--- src/rtl/mvm_sequencer.sv ---
// Sequencer for an N x N matrix-vector multiplier: buffers A (row-major) and B, streams one column per
// cycle, waits LAT cycles, then drains the serial result chain. `MVM_SEQ_PERF_CNT_EN adds a job_cnt output.
module mvm_sequencer #(
    parameter int N   = 3,
    parameter int DW  = 8,
    parameter int LAT = 2
) (
    input  logic                      clk,
    input  logic                      rst,
    input  logic                      in_valid,
    input  logic [DW-1:0]             in_data,
    output logic                      in_ready,
    output logic [DW-1:0]             mat_a [0:N-1],
    output logic [DW-1:0]             vect_b,
    output logic                      init,
    output logic                      shift_en,
    input  logic [2*DW+$clog2(N)-1:0] mvm_result,
    output logic                      res_valid,
    output logic [2*DW+$clog2(N)-1:0] res_data,
    output logic [$clog2(N)-1:0]      res_idx,
    output logic                      res_last,
    output logic [2:0]                state_dbg
`ifdef MVM_SEQ_PERF_CNT_EN
    ,
    output logic [31:0]               job_cnt
`endif
);

    localparam int TOTAL    = N * N + N;
    localparam int LCW      = $clog2(TOTAL + 1);
    localparam int SMAX     = (N > LAT) ? N : LAT;
    localparam int SW       = $clog2(SMAX + 1);
    localparam int IW       = $clog2(N);
    localparam int LAT_LAST = (LAT > 0) ? LAT - 1 : 0;

    typedef enum logic [2:0] {
        IDLE    = 3'd0,
        LOAD    = 3'd1,
        STREAM  = 3'd2,
        WAIT    = 3'd3,
        CAPTURE = 3'd4,
        DRAIN   = 3'd5
    } state_t;

    state_t           state;
    state_t           state_next;
    logic [LCW-1:0]   load_cnt;
    logic [LCW-1:0]   load_next;
    logic [SW-1:0]    step;
    logic [SW-1:0]    step_next;
    logic             xfer;
    logic [DW-1:0]    data_buf [TOTAL];

    // Load handshake: an element moves only on a cycle where in_valid && in_ready; in_ready never
    // depends on in_valid, and the producer must hold in_data stable while in_valid is high.
    assign xfer      = in_valid && in_ready;
    assign state_dbg = state;

    always_ff @(posedge clk or negedge rst) begin
        if (!rst) begin
            state    <= IDLE;
            load_cnt <= '0;
            step     <= '0;
        end else begin
            state    <= state_next;
            load_cnt <= load_next;
            step     <= step_next;
        end
    end

    always_comb begin
        state_next = state;
        load_next  = load_cnt;
        step_next  = step;
        case (state)
            IDLE: begin
                if (xfer) begin
                    load_next  = LCW'(1);
                    state_next = LOAD;
                end
            end
            LOAD: begin
                if (xfer) begin
                    if (load_cnt == LCW'(TOTAL - 1)) begin
                        load_next  = '0;
                        step_next  = '0;
                        state_next = STREAM;
                    end else begin
                        load_next = load_cnt + LCW'(1);
                    end
                end
            end
            STREAM: begin
                if (step == SW'(N - 1)) begin
                    step_next  = '0;
                    state_next = (LAT == 0) ? CAPTURE : WAIT;
                end else begin
                    step_next = step + SW'(1);
                end
            end
            WAIT: begin
                if (step == SW'(LAT_LAST)) begin
                    step_next  = '0;
                    state_next = CAPTURE;
                end else begin
                    step_next = step + SW'(1);
                end
            end
            CAPTURE: begin
                step_next  = '0;
                state_next = DRAIN;
            end
            DRAIN: begin
                if (step == SW'(N - 1)) begin
                    step_next  = '0;
                    state_next = IDLE;
                end else begin
                    step_next = step + SW'(1);
                end
            end
            default: begin
                state_next = IDLE;
                load_next  = '0;
                step_next  = '0;
            end
        endcase
    end

    // Buffers are deliberately not reset; every job rewrites all TOTAL entries before streaming.
    always_ff @(posedge clk) begin
        if (xfer) begin
            for (int e = 0; e < TOTAL; e++) begin
                if (load_cnt == LCW'(e)) begin
                    data_buf[e] <= in_data;
                end
            end
        end
    end

    always_comb begin
        in_ready  = (state == IDLE) || (state == LOAD);
        vect_b    = '0;
        init      = 1'b0;
        shift_en  = 1'b0;
        res_valid = 1'b0;
        res_data  = '0;
        res_idx   = '0;
        res_last  = 1'b0;
        for (int i = 0; i < N; i++) begin
            mat_a[i] = '0;
        end
        if (state == STREAM) begin
            init = (step == '0);
            for (int j = 0; j < N; j++) begin
                if (step == SW'(j)) begin
                    vect_b = data_buf[N*N + j];
                    for (int i = 0; i < N; i++) begin
                        mat_a[i] = data_buf[i*N + j];
                    end
                end
            end
        end
        if (state == DRAIN) begin
            shift_en  = 1'b1;
            res_valid = 1'b1;
            res_data  = mvm_result;
            res_idx   = step[IW-1:0];
            res_last  = (step == SW'(N - 1));
        end
    end

`ifdef MVM_SEQ_PERF_CNT_EN
    always_ff @(posedge clk or negedge rst) begin
        if (!rst) begin
            job_cnt <= '0;
        end else if (state == DRAIN && step == SW'(N - 1)) begin
            job_cnt <= job_cnt + 32'd1;
        end
    end
`endif

endmodule
--- config.mk ---
export PLATFORM = sky130hd
export DESIGN_NAME = mvm_sequencer
export DESIGN_NICKNAME = d
export VERILOG_FILES = /design/src/rtl/mvm_sequencer.sv
export SDC_FILE = /design/constraint.sdc
export NUM_CORES = 1
export LEC_CHECK = 0
export ABC_AREA = 1
export CORE_MARGIN = 4
export CORE_UTILIZATION = 39
export CTS_BUF_LIST = sky130_fd_sc_hd__clkbuf_16
export DETAILED_ROUTE_END_ITERATION = 12
export MAX_ROUTING_LAYER = met4
export PLACE_DENSITY = 0.61
export REMOVE_ABC_BUFFERS = 1
export SLEW_MARGIN = 20
export SYNTH_ARGS = -nofsm -noshare
export SYNTH_HDL_FRONTEND = slang
export SYNTH_SLANG_ARGS = --single-unit
--- constraint.sdc ---
create_clock -name clk -period 1.95 [get_ports clk]
set_clock_uncertainty 0.2 [all_clocks]
set_input_delay 0.2925 -clock clk [delete_from_list [all_inputs] [get_ports clk]]
set_output_delay 0.2925 -clock clk [all_outputs]
set_load 0.05 [all_outputs]
==> out/qor.csv <==
metric,value,unit
rsz0062_at_grt,true,
fin_nets,626,
fp.coreArea,11470,um^2
wire_per_inst,17.61,um
grtUsageTotal,19.37,%
violations,negative setup slack,
drive_above_1_share,41.81,%
hold_slack,64.54,ps
routed_wl,13.05,mm
fill_cells,804,
gp_congestion,0.7905,
dieArea,13600,um^2
r2r_setup_slack,0,ps
cap_violations,0,
period_needed,2175,ps
critical_path_class,reg2out,
critPathLaunch,step[0],
synth.avg_cell_area,10.02,um^2
yosysWarningCount,0,
first_global_vias,3650,
worst-path-max-fanout,8,
leakagePower,3.262,nW
clock-root-buffer,clkbuf_16,
syn_area,4601,um^2
layout_commonest_cell,nand2_1,
antenna_found_initial,0,
fin_setup_tns,-7414,ps
rr_worst_depth,8,
final_cells,741,
status,"finished, violations left",
start_util,40.12,%
max_freq,459.7,MHz
start_kind,register,
clock_latency,340,ps
hold_viol,0,
ys.flop_type,edfxtp_1,
synth_seq_cells,105,
synth_cell_types,21,
drv_slew,0,
grt_max_degree,33,
p_total,10.94,mW
finalCritPeriodShare,111.5,%
r2r_end,data_buf[1][10],
powerDensity,1434,nW/um^2
worst_pin_slew,594.8,ps
crit_end,mat_a[2],
ff_latch_area,3112,um^2
layout_common_cells,"142 x nand2_1, 96 x edfxtp_1, 64 x buf_12, 35 x inv_2, 33 x inv_1",
cts_sinks,105,
seq_area_frac_synth,67.56,%
vdd_drop_max,0.001148,V
cts_tree,yes,
syn_to_final_growth,65.81,%
numCtsBuffers,9,
multi_input_area,1644,um^2
diodes,0,
port_buffers,88,
end_kind,output port,
slew_headroom,60.22,%
fin_ws,-225.2,ps
drt_iter0_markers,201,
drtPass1Iterations,4,
gr-total-overflow,0,
routed_via_density,4.947,
crit_required,1460,ps
die_h,116.6,um
rows,39,
grt_pass1_wl,19.24,mm
dp.cells,701,
htree_levels,3,
chipWidth,116.6,um
clockBufferDepth,2,
crit_arrival,1680,ps
r2r-start,state_dbg[1],
synth_cells,459,
utilization,66.52,%
clk_pin_slew_worst_paths,70,ps
setup_viol,61,
route.detailed.drc,0,
async_flop_share,8.571,%
vias,3666,
pin_count,89,
ant_nets,0,
worstHoldPathType,in2async,
hpwl,7.854,mm
synth_edf_count,96,
## synth_stat cells, types with 2 or more instances
library cell	number	share of area, %
a21oi_1	2	0.22
buf_2	12	1.3
clkbuf_1	3	0.24
dfrtp_1	9	4.9
edfxtp_1	96	63
ha_1	4	1.1
inv_1	65	5.3
inv_2	6	0.49
nand2_1	161	13
nand2_2	2	0.27
nand3_1	45	4.9
nor2_1	30	2.4
nor2_2	3	0.41
nor3_1	12	1.3
o21ai_1	3	0.33
## flip-flops by register name, summed over array words and instances, names as in the netlist
register and count:
data_buf 96, load_cnt 4, state_dbg 3, step 2
## critical path, stage by stage, from the launching register on
cell     delay (ps)
dfrtp_1         410
inv_2           110
nand2_4          60
inv_4            70
buf_6           130
buf_16          170
nand2_2          60
nand3_2          60
nand2_1          70
inv_2            80
buf_12          130
## final cells by class
class,instances,area share [%]
Sequential cell,105,40.79
Timing Repair Buffer,139,27.62
Multi-Input combinational cell,267,21.55
Inverter,71,3.608
Clock buffer,9,2.952
Tap cell,143,2.345
Clock inverter,7,1.132
## worst min-delay path by stage
stage / end / slack (ps) / cells after the start
after floorplan: load_cnt[0] / -200 / 0
after global placement: load_cnt[2] / 340 / 2
after detailed placement: load_cnt[2] / 360 / 2
after CTS: load_cnt[3] / 80 / 1
after global routing: load_cnt[1] / 100 / 1
final: load_cnt[3] / 60 / 1
## timing repair
action                     4_1_cts  5_1_grt
pin swaps                        1        4
cloned                           5        2
setup buffers                   12        6
setup endpoints to repair       64      153
resized for setup              105       67
hold buffers                     0        0
## cell families (layout without fill, tap and decap cells)
kind of cell | after synthesis | in the layout | share of synthesized area (%)
compound gates | 8 | 8 | 0.9790
xor+xnor | 1 | 1 | 0.1904
fa+ha+maj | 4 | 4 | 1.088
buf+inv | 87 | 226 | 7.506
flops | 105 | 105 | 67.56
simple gates | 254 | 254 | 22.68
## power by group
part / total, mW / internal [mW] / switching (mW)
logic: 6.31 / 2.68 / 3.63
clock network: 1.84 / 1.02 / 0.819
registers: 2.79 / 2.66 / 0.130
total: 10.9 / 6.36 / 4.58
## metrics by stage
step	instance area [um^2]	setup slack [ps]
floorplan	4522	-729.8
global placement	6437	75.63
detailed placement	6437	22.30
CTS	7266	-214.0
global route	7629	-321.6
finish	7629	-225.2
## layer usage
metal,part of all wire (%),vias to the layer above,GRT usage (%)
met5,0,-,-
met4,0.85,0,3.593
met3,6.4,10,3.679
met2,52,131,31.77
met1,41,1773,25.58
li1,-,1752,-
(Power assumes the default switching activity.)
